**src/rtl/unified_mem_arbiter_if.sv**
```systemverilog
// Bundle of the instruction port, data port and unified-memory signals.
// The arbiter uses the slave view; requesters and the memory use the master view.
interface unified_mem_arbiter_if #(
  parameter int ADDR_WIDTH = 10,
  parameter int DATA_WIDTH = 32
);
  logic                  i_req;
  logic [ADDR_WIDTH-1:0] i_addr;
  logic                  i_ack;
  logic [DATA_WIDTH-1:0] i_rdata;
  logic                  i_stall;

  logic                  d_req;
  logic                  d_we;
  logic [ADDR_WIDTH-1:0] d_addr;
  logic [DATA_WIDTH-1:0] d_wdata;
  logic                  d_ack;
  logic [DATA_WIDTH-1:0] d_rdata;
  logic                  d_stall;

  logic                  m_en;
  logic                  m_we;
  logic [ADDR_WIDTH-1:0] m_addr;
  logic [DATA_WIDTH-1:0] m_wdata;
  logic [DATA_WIDTH-1:0] m_rdata;

  modport slave (
    input  i_req, i_addr, d_req, d_we, d_addr, d_wdata, m_rdata,
    output i_ack, i_rdata, i_stall, d_ack, d_rdata, d_stall,
           m_en, m_we, m_addr, m_wdata
  );

  modport master (
    output i_req, i_addr, d_req, d_we, d_addr, d_wdata, m_rdata,
    input  i_ack, i_rdata, i_stall, d_ack, d_rdata, d_stall,
           m_en, m_we, m_addr, m_wdata
  );
endinterface

```
**src/rtl/unified_mem_arbiter.sv**
```systemverilog
// Serialises IF-stage fetches and MEM-stage loads/stores onto one fixed-latency
// single-port memory; data port wins unless fetch has been starved STARVE_MAX times.
module unified_mem_arbiter #(
  parameter int ADDR_WIDTH = 10,
  parameter int DATA_WIDTH = 32,
  parameter int MEM_LAT    = 2,
  parameter int STARVE_MAX = 4
) (
  input  logic                 clk,
  input  logic                 reset,
  unified_mem_arbiter_if.slave bus
);

  typedef enum logic [1:0] {IDLE, WAIT, RESP} state_t;

  localparam logic [3:0] LAT_INIT   = 4'(MEM_LAT);
  localparam logic [3:0] STARVE_LIM = 4'(STARVE_MAX);

  state_t                state_reg, state_next;
  logic [3:0]            starve_cnt_reg, starve_cnt_next;
  logic [3:0]            lat_cnt_reg, lat_cnt_next;
  logic                  owner_reg, owner_next;  // 1 = data port
  logic                  m_en_reg, m_en_next;
  logic                  m_we_reg, m_we_next;
  logic [ADDR_WIDTH-1:0] m_addr_reg, m_addr_next;
  logic [DATA_WIDTH-1:0] m_wdata_reg, m_wdata_next;
  logic                  i_ack_reg, i_ack_next;
  logic                  d_ack_reg, d_ack_next;
  logic [DATA_WIDTH-1:0] i_rdata_reg, i_rdata_next;
  logic [DATA_WIDTH-1:0] d_rdata_reg, d_rdata_next;

  always_ff @(posedge clk or posedge reset) begin
    if (reset) begin
      state_reg      <= IDLE;
      starve_cnt_reg <= '0;
      lat_cnt_reg    <= '0;
      owner_reg      <= 1'b0;
      m_en_reg       <= 1'b0;
      m_we_reg       <= 1'b0;
      m_addr_reg     <= '0;
      m_wdata_reg    <= '0;
      i_ack_reg      <= 1'b0;
      d_ack_reg      <= 1'b0;
      i_rdata_reg    <= '0;
      d_rdata_reg    <= '0;
    end else begin
      state_reg      <= state_next;
      starve_cnt_reg <= starve_cnt_next;
      lat_cnt_reg    <= lat_cnt_next;
      owner_reg      <= owner_next;
      m_en_reg       <= m_en_next;
      m_we_reg       <= m_we_next;
      m_addr_reg     <= m_addr_next;
      m_wdata_reg    <= m_wdata_next;
      i_ack_reg      <= i_ack_next;
      d_ack_reg      <= d_ack_next;
      i_rdata_reg    <= i_rdata_next;
      d_rdata_reg    <= d_rdata_next;
    end
  end

  always_comb begin
    state_next      = state_reg;
    starve_cnt_next = starve_cnt_reg;
    lat_cnt_next    = lat_cnt_reg;
    owner_next      = owner_reg;
    m_en_next       = 1'b0;
    m_we_next       = m_we_reg;
    m_addr_next     = m_addr_reg;
    m_wdata_next    = m_wdata_reg;
    i_ack_next      = 1'b0;
    d_ack_next      = 1'b0;
    i_rdata_next    = i_rdata_reg;
    d_rdata_next    = d_rdata_reg;

    case (state_reg)
      IDLE: begin
        if (bus.d_req && !(bus.i_req && starve_cnt_reg == STARVE_LIM)) begin
          owner_next   = 1'b1;
          m_en_next    = 1'b1;
          m_we_next    = bus.d_we;
          m_addr_next  = bus.d_addr;
          m_wdata_next = bus.d_wdata;
          lat_cnt_next = LAT_INIT;
          state_next   = WAIT;
          // Only consecutive D wins over a waiting fetch count toward starvation.
          if (!bus.i_req)
            starve_cnt_next = '0;
          else if (starve_cnt_reg != STARVE_LIM)
            starve_cnt_next = starve_cnt_reg + 4'd1;
        end else if (bus.i_req) begin
          owner_next      = 1'b0;
          m_en_next       = 1'b1;
          m_we_next       = 1'b0;
          m_addr_next     = bus.i_addr;
          m_wdata_next    = '0;
          lat_cnt_next    = LAT_INIT;
          state_next      = WAIT;
          starve_cnt_next = '0;
        end
      end

      WAIT: begin
        if (lat_cnt_reg == '0) begin
          if (!m_we_reg) begin
            if (owner_reg) d_rdata_next = bus.m_rdata;
            else           i_rdata_next = bus.m_rdata;
          end
          // A requester that dropped its request has been flushed: no ack.
          if (owner_reg) d_ack_next = bus.d_req;
          else           i_ack_next = bus.i_req;
          state_next = RESP;
        end else begin
          lat_cnt_next = lat_cnt_reg - 4'd1;
        end
      end

      RESP: state_next = IDLE;

      default: state_next = IDLE;
    endcase
  end

  assign bus.m_en    = m_en_reg;
  assign bus.m_we    = m_we_reg;
  assign bus.m_addr  = m_addr_reg;
  assign bus.m_wdata = m_wdata_reg;
  assign bus.i_ack   = i_ack_reg;
  assign bus.d_ack   = d_ack_reg;
  assign bus.i_rdata = i_rdata_reg;
  assign bus.d_rdata = d_rdata_reg;
  assign bus.i_stall = bus.i_req & ~i_ack_reg;
  assign bus.d_stall = bus.d_req & ~d_ack_reg;

endmodule

```
**src/flat_wrapper.sv**
```systemverilog
// flat-port wrapper written by rule: the top's interface ports become plain ports
module unified_mem_arbiter_flat 
#(
  parameter int ADDR_WIDTH = 10,
  parameter int DATA_WIDTH = 32,
  parameter int MEM_LAT    = 2,
  parameter int STARVE_MAX = 4
)
  (clk, reset, bus_i_req, bus_i_addr, bus_d_req, bus_d_we, bus_d_addr, bus_d_wdata, bus_m_rdata, bus_i_ack, bus_i_rdata, bus_i_stall, bus_d_ack, bus_d_rdata, bus_d_stall, bus_m_en, bus_m_we, bus_m_addr, bus_m_wdata);
  unified_mem_arbiter_if #(.ADDR_WIDTH(ADDR_WIDTH), .DATA_WIDTH(DATA_WIDTH)) bus_i ();
  input  logic clk;
  input  logic reset;
  input wire logic [$bits(bus_i.i_req)-1:0] bus_i_req;
  input wire logic [$bits(bus_i.i_addr)-1:0] bus_i_addr;
  input wire logic [$bits(bus_i.d_req)-1:0] bus_d_req;
  input wire logic [$bits(bus_i.d_we)-1:0] bus_d_we;
  input wire logic [$bits(bus_i.d_addr)-1:0] bus_d_addr;
  input wire logic [$bits(bus_i.d_wdata)-1:0] bus_d_wdata;
  input wire logic [$bits(bus_i.m_rdata)-1:0] bus_m_rdata;
  output wire logic [$bits(bus_i.i_ack)-1:0] bus_i_ack;
  output wire logic [$bits(bus_i.i_rdata)-1:0] bus_i_rdata;
  output wire logic [$bits(bus_i.i_stall)-1:0] bus_i_stall;
  output wire logic [$bits(bus_i.d_ack)-1:0] bus_d_ack;
  output wire logic [$bits(bus_i.d_rdata)-1:0] bus_d_rdata;
  output wire logic [$bits(bus_i.d_stall)-1:0] bus_d_stall;
  output wire logic [$bits(bus_i.m_en)-1:0] bus_m_en;
  output wire logic [$bits(bus_i.m_we)-1:0] bus_m_we;
  output wire logic [$bits(bus_i.m_addr)-1:0] bus_m_addr;
  output wire logic [$bits(bus_i.m_wdata)-1:0] bus_m_wdata;
  assign bus_i.i_req = bus_i_req;
  assign bus_i.i_addr = bus_i_addr;
  assign bus_i.d_req = bus_d_req;
  assign bus_i.d_we = bus_d_we;
  assign bus_i.d_addr = bus_d_addr;
  assign bus_i.d_wdata = bus_d_wdata;
  assign bus_i.m_rdata = bus_m_rdata;
  assign bus_i_ack = bus_i.i_ack;
  assign bus_i_rdata = bus_i.i_rdata;
  assign bus_i_stall = bus_i.i_stall;
  assign bus_d_ack = bus_i.d_ack;
  assign bus_d_rdata = bus_i.d_rdata;
  assign bus_d_stall = bus_i.d_stall;
  assign bus_m_en = bus_i.m_en;
  assign bus_m_we = bus_i.m_we;
  assign bus_m_addr = bus_i.m_addr;
  assign bus_m_wdata = bus_i.m_wdata;
  unified_mem_arbiter #(.ADDR_WIDTH(ADDR_WIDTH), .DATA_WIDTH(DATA_WIDTH), .MEM_LAT(MEM_LAT), .STARVE_MAX(STARVE_MAX)) u_core (.clk(clk), .reset(reset), .bus(bus_i));
endmodule
```
**config.mk**
```make
export PLATFORM = sky130hd
export DESIGN_NAME = unified_mem_arbiter_flat
export DESIGN_NICKNAME = d
export VERILOG_FILES = /design/src/rtl/unified_mem_arbiter_if.sv /design/src/rtl/unified_mem_arbiter.sv /design/src/flat_wrapper.sv
export SDC_FILE = /design/constraint.sdc
export NUM_CORES = 1
export LEC_CHECK = 0
export BUFFER_PORTS_ARGS = -buffer_cell sky130_fd_sc_hd__buf_2
export CORE_UTILIZATION = 43
export CTS_CLUSTER_SIZE = 28
export DETAILED_ROUTE_END_ITERATION = 16
export GPL_ROUTABILITY_DRIVEN = 0
export HOLD_SLACK_MARGIN = 0.08
export PLACE_DENSITY_LB_ADDON = 0.05
export SYNTH_ARGS = -nofsm -noshare
export SYNTH_HDL_FRONTEND = slang
export SYNTH_SLANG_ARGS = --single-unit
```
**constraint.sdc**
```tcl
create_clock -name clk -period 3.61 [get_ports clk]
set_clock_uncertainty 0.05 [all_clocks]
set_input_delay 0.361 -clock clk [delete_from_list [all_inputs] [get_ports clk]]
set_output_delay 0.361 -clock clk [all_outputs]
set_load 0.02 [all_outputs]
```
==> reports/results.tsv <==
stage	metric	value	unit
timing	Slew HR	42.6	%
setup_path	CP Capture Type	flip-flop	
setup_path	Worst Reg-to-Reg Cells	5	
flow_run	number of max-cap violations	0	
synth	register area share after synthesis	63.6	%
hold_path	Hold Crit Class	input pin to flip-flop	
outcome	status	complete, no violations	
floorplanning	Initial Utilization	44.1	%
setup_path	kind of critical path	flip-flop to flip-flop	
setup_path	crit-path max FO	13	
floorplanning	die height	107	um
routing	drt wl/cell	14.8	um
synth	Synth warnings	0	
synth	post-synthesis register bit count	121	
synth	synthesized cell area	4760	um^2
clock_tree	Post CTS Setup Buffer Count	0	
global_route	initial antenna violation count	0	
clock_tree	CTS buffer count	17	
routing	first-pass iteration count of the detailed router	4	
clock_tree	worst-skew pair later-pin latency	0.51	ns
synth	Yosys cell types	35	
pwr	Max VDD drop	0.496	mV
synth	Synthesized Nets	431	
clock_tree	CTS tree	built	
pwr	power per cell area	934	nW/um^2
floorplanning	CORE AREA	10800	um^2
setup_path	crit path launch type	flip-flop	
global_route	Overall Global Routing Usage	21.0	%
placement	I/O Buffers	200	
setup_path	Worst setup endpoint	u_core.bus.m_addr[0]$_DFFE_PP0P_	
setup_path	critical path data arrival time	2.85	ns
hold_path	hold_sp	bus_d_addr[3]	
global_route	busiest layer in global routing	met2	
global_route	vias in the first global route	3930	
floorplanning	IO Pins	201	
routing	DR vias	3852	
setup_path	CP required	3.94	ns
routing	Routed WL	11500	um
timing	Final Hold Viols	0	
final_layout	n_diodes	0	
synth	Syn Area/Cell	14.0	um^2
timing	Least-Margin Pin Slew	0.857	ns
timing	Pins Over Slew Limit	0	
routing	Routed Antenna Nets	0	
clock_tree	clock tree sinks	121	
global_route	met1 usage	25.9	%
timing	total negative slack	0	ns
timing	min cycle time layout	2.51	ns
final_layout	Register Area	3030	um^2
timing	Final Cycle Share	69.6	%
setup_path	setup slack, reg-to-reg	1.10	ns
timing	RSZ-0062 raised after global routing	no	
clock_tree	CTS clk-pin slew, worst paths	0.06	ns
final_layout	Syn-to-layout area delta	53.2	%
routing	DRC errors left	0	
global_route	largest net degree at the start of global routing	48	
final_layout	nets	716	
routing	Initial DRC Count	153	
routing	via density per instance	4.96	
timing	Final setup viols	0	
clock_tree	H-tree levels	4	
floorplanning	Die Footprint	11500	um^2
global_route	met3 GRT Util	5.65	%
setup_path	reg2reg end	u_core.bus.m_addr[0]$_DFFE_PP0P_	
timing	Fmax	398	MHz
final_layout	fin util	67.6	%
floorplanning	Rows	38	
global_route	M2 GR Usage	35.4	%
global_route	GR Overflow Total	0	
pwr	Lkg Pwr	3.55	nW
final_layout	multi-input logic area	1580	um^2
floorplanning	Die W	107	um
final_layout	share of cells above drive strength 1	48.1	%
setup_path	Critical Path Start	u_core.state_reg[1]$_DFFE_PP0P_	
setup_path	R2R Path Start	u_core.state_reg[1]$_DFFE_PP0P_	
global_route	first-pass GRT wire length	18600	um
final_layout	Fillers	799	
clock_tree	Root Driver	clkbuf_8	
clock_tree	cts repair resizes	0	
placement	DP HPWL	7280	um
synth	cells after synthesis	339	
clock_tree	Clock Path Buffers	2	
synth_stat cells:
| master | instances | area share (%) |
|---|---|---|
| o21ai_0 | 16 | 1.7 |
| inv_1 | 10 | 0.79 |
| o22a_1 | 1 | 0.18 |
| a21oi_1 | 12 | 1.3 |
| nor4_4 | 1 | 0.45 |
| or4b_2 | 1 | 0.21 |
| nand4b_1 | 2 | 0.37 |
| nor4bb_1 | 1 | 0.21 |
| nor2_1 | 5 | 0.39 |
| and4b_1 | 1 | 0.21 |
| nand3_1 | 12 | 1.3 |
| ha_1 | 3 | 0.79 |
| a22o_1 | 33 | 6.1 |
| buf_6 | 3 | 0.71 |
| nor3b_1 | 1 | 0.16 |
| dfrtp_1 | 121 | 64 |
| buf_1 | 3 | 0.24 |
| a31oi_1 | 10 | 1.3 |
| mux2_2 | 63 | 15 |
| a211oi_1 | 1 | 0.16 |
| clkbuf_1 | 11 | 0.87 |
| or2_2 | 1 | 0.13 |
| a31o_2 | 1 | 0.18 |
| and3_1 | 2 | 0.26 |
| a32o_1 | 3 | 0.63 |
| nor3_1 | 4 | 0.42 |
| a21o_1 | 1 | 0.16 |
| nand2_1 | 1 | 0.079 |
| mux2i_1 | 2 | 0.42 |
| nand2b_1 | 1 | 0.13 |
| or3b_4 | 1 | 0.24 |
| nor2b_1 | 2 | 0.26 |
| nor4b_1 | 1 | 0.18 |
| buf_2 | 6 | 0.63 |
| mux2_1 | 2 | 0.47 |
power by group:
part | leakage (nW) | internal [W] | switching, W
logic | 1.81 | 0.00122 | 0.00156
clock network | 0.265 | 0.00106 | 0.000576
registers | 1.48 | 0.00202 | 0.000379
total | 3.55 | 0.00430 | 0.00251
cells in the final DEF, fill, tap and decap left out, types with 2 or more instances in the layout:
master / instances
clkbuf_16: 16
a22o_1: 33
bufinv_16: 3
nand3_1: 12
dfrtp_1: 121
a31oi_1: 10
o21ai_0: 16
buf_2: 200
inv_1: 9
mux2i_1: 2
a32o_1: 3
and3_1: 2
mux2_1: 2
dlygate4sd3_1: 81
clkbuf_1: 2
buf_4: 7
a21oi_1: 12
nor3_1: 4
nand4b_1: 2
nor2_1: 5
clkinvlp_4: 7
mux2_2: 63
ha_1: 3
clkbuf_8: 2
nor2b_1: 2
final cells by class:
type                            instances  share of cell area, %
Clock buffer                           20                   5.97
Tap cell                              140                   2.40
Multi-Input combinational cell        185                   21.7
Inverter                               10                  0.566
Timing Repair Buffer                  289                   25.8
Sequential cell                       121                   41.5
Clock inverter                         11                   2.04
repair_timing:
item	in CTS	in global routing
hold buffers	81	0
endpoints found under the setup margin	0	0
endpoints found under the hold margin	134	0
per-layer routing:
layer | vias up | routed length, um
met2 | 134 | 5750
met4 | 0 | 91
met5 | - | 0
met3 | 10 | 600
li1 | 1818 | -
met1 | 1890 | 5080
cells by family (layout without fill, tap and decap cells):
family / Yosys count / in the layout / synth area share, %
AO/OA/AOI/OAI: 78 / 78 / 11.6
adder cells (fa/ha/maj): 3 / 3 / 0.788
buffers and inverters: 33 / 330 / 3.23
flip-flops: 121 / 121 / 63.6
multiplexers: 67 / 67 / 15.8
AND/OR/NAND/NOR: 37 / 37 / 4.97
metrics by stage:
step	instances	total power (W)	setup slack [ns]	hold slack [ns]	cell area, um^2
floorplan	339	0.00417	1.51	0.444	4770
global placement	664	0.00502	1.43	0.417	5900
detailed placement	664	0.00508	1.36	0.424	5900
CTS	776	0.00686	1.14	0.0815	7290
global route	776	0.00723	0.858	0.0816	7290
finish	776	0.00681	1.10	0.102	7290
worst max-delay path: stages (launching register included):
cell	delay [ns]
dfrtp_1	0.48
nor2_1	0.69
nand2_1	0.15
inv_1	0.30
a31oi_1	0.13
dlygate4sd3_1	0.59
how the worst min path moves through the flow:
stage                                                    end  cells past startpoint
after global placement    u_core.bus.i_rdata[25]$_DFFE_PP0P_                      1
after global routing        u_core.bus.m_addr[3]$_DFFE_PP0P_                      3
after floorplan           u_core.bus.m_wdata[14]$_DFFE_PP0P_                      1
final                       u_core.bus.m_addr[3]$_DFFE_PP0P_                      3
after detailed placement  u_core.bus.i_rdata[24]$_DFFE_PP0P_                      1
after CTS                   u_core.bus.m_addr[7]$_DFFE_PP0P_                      3
No activity file was read; power rests on OpenSTA's default activity.
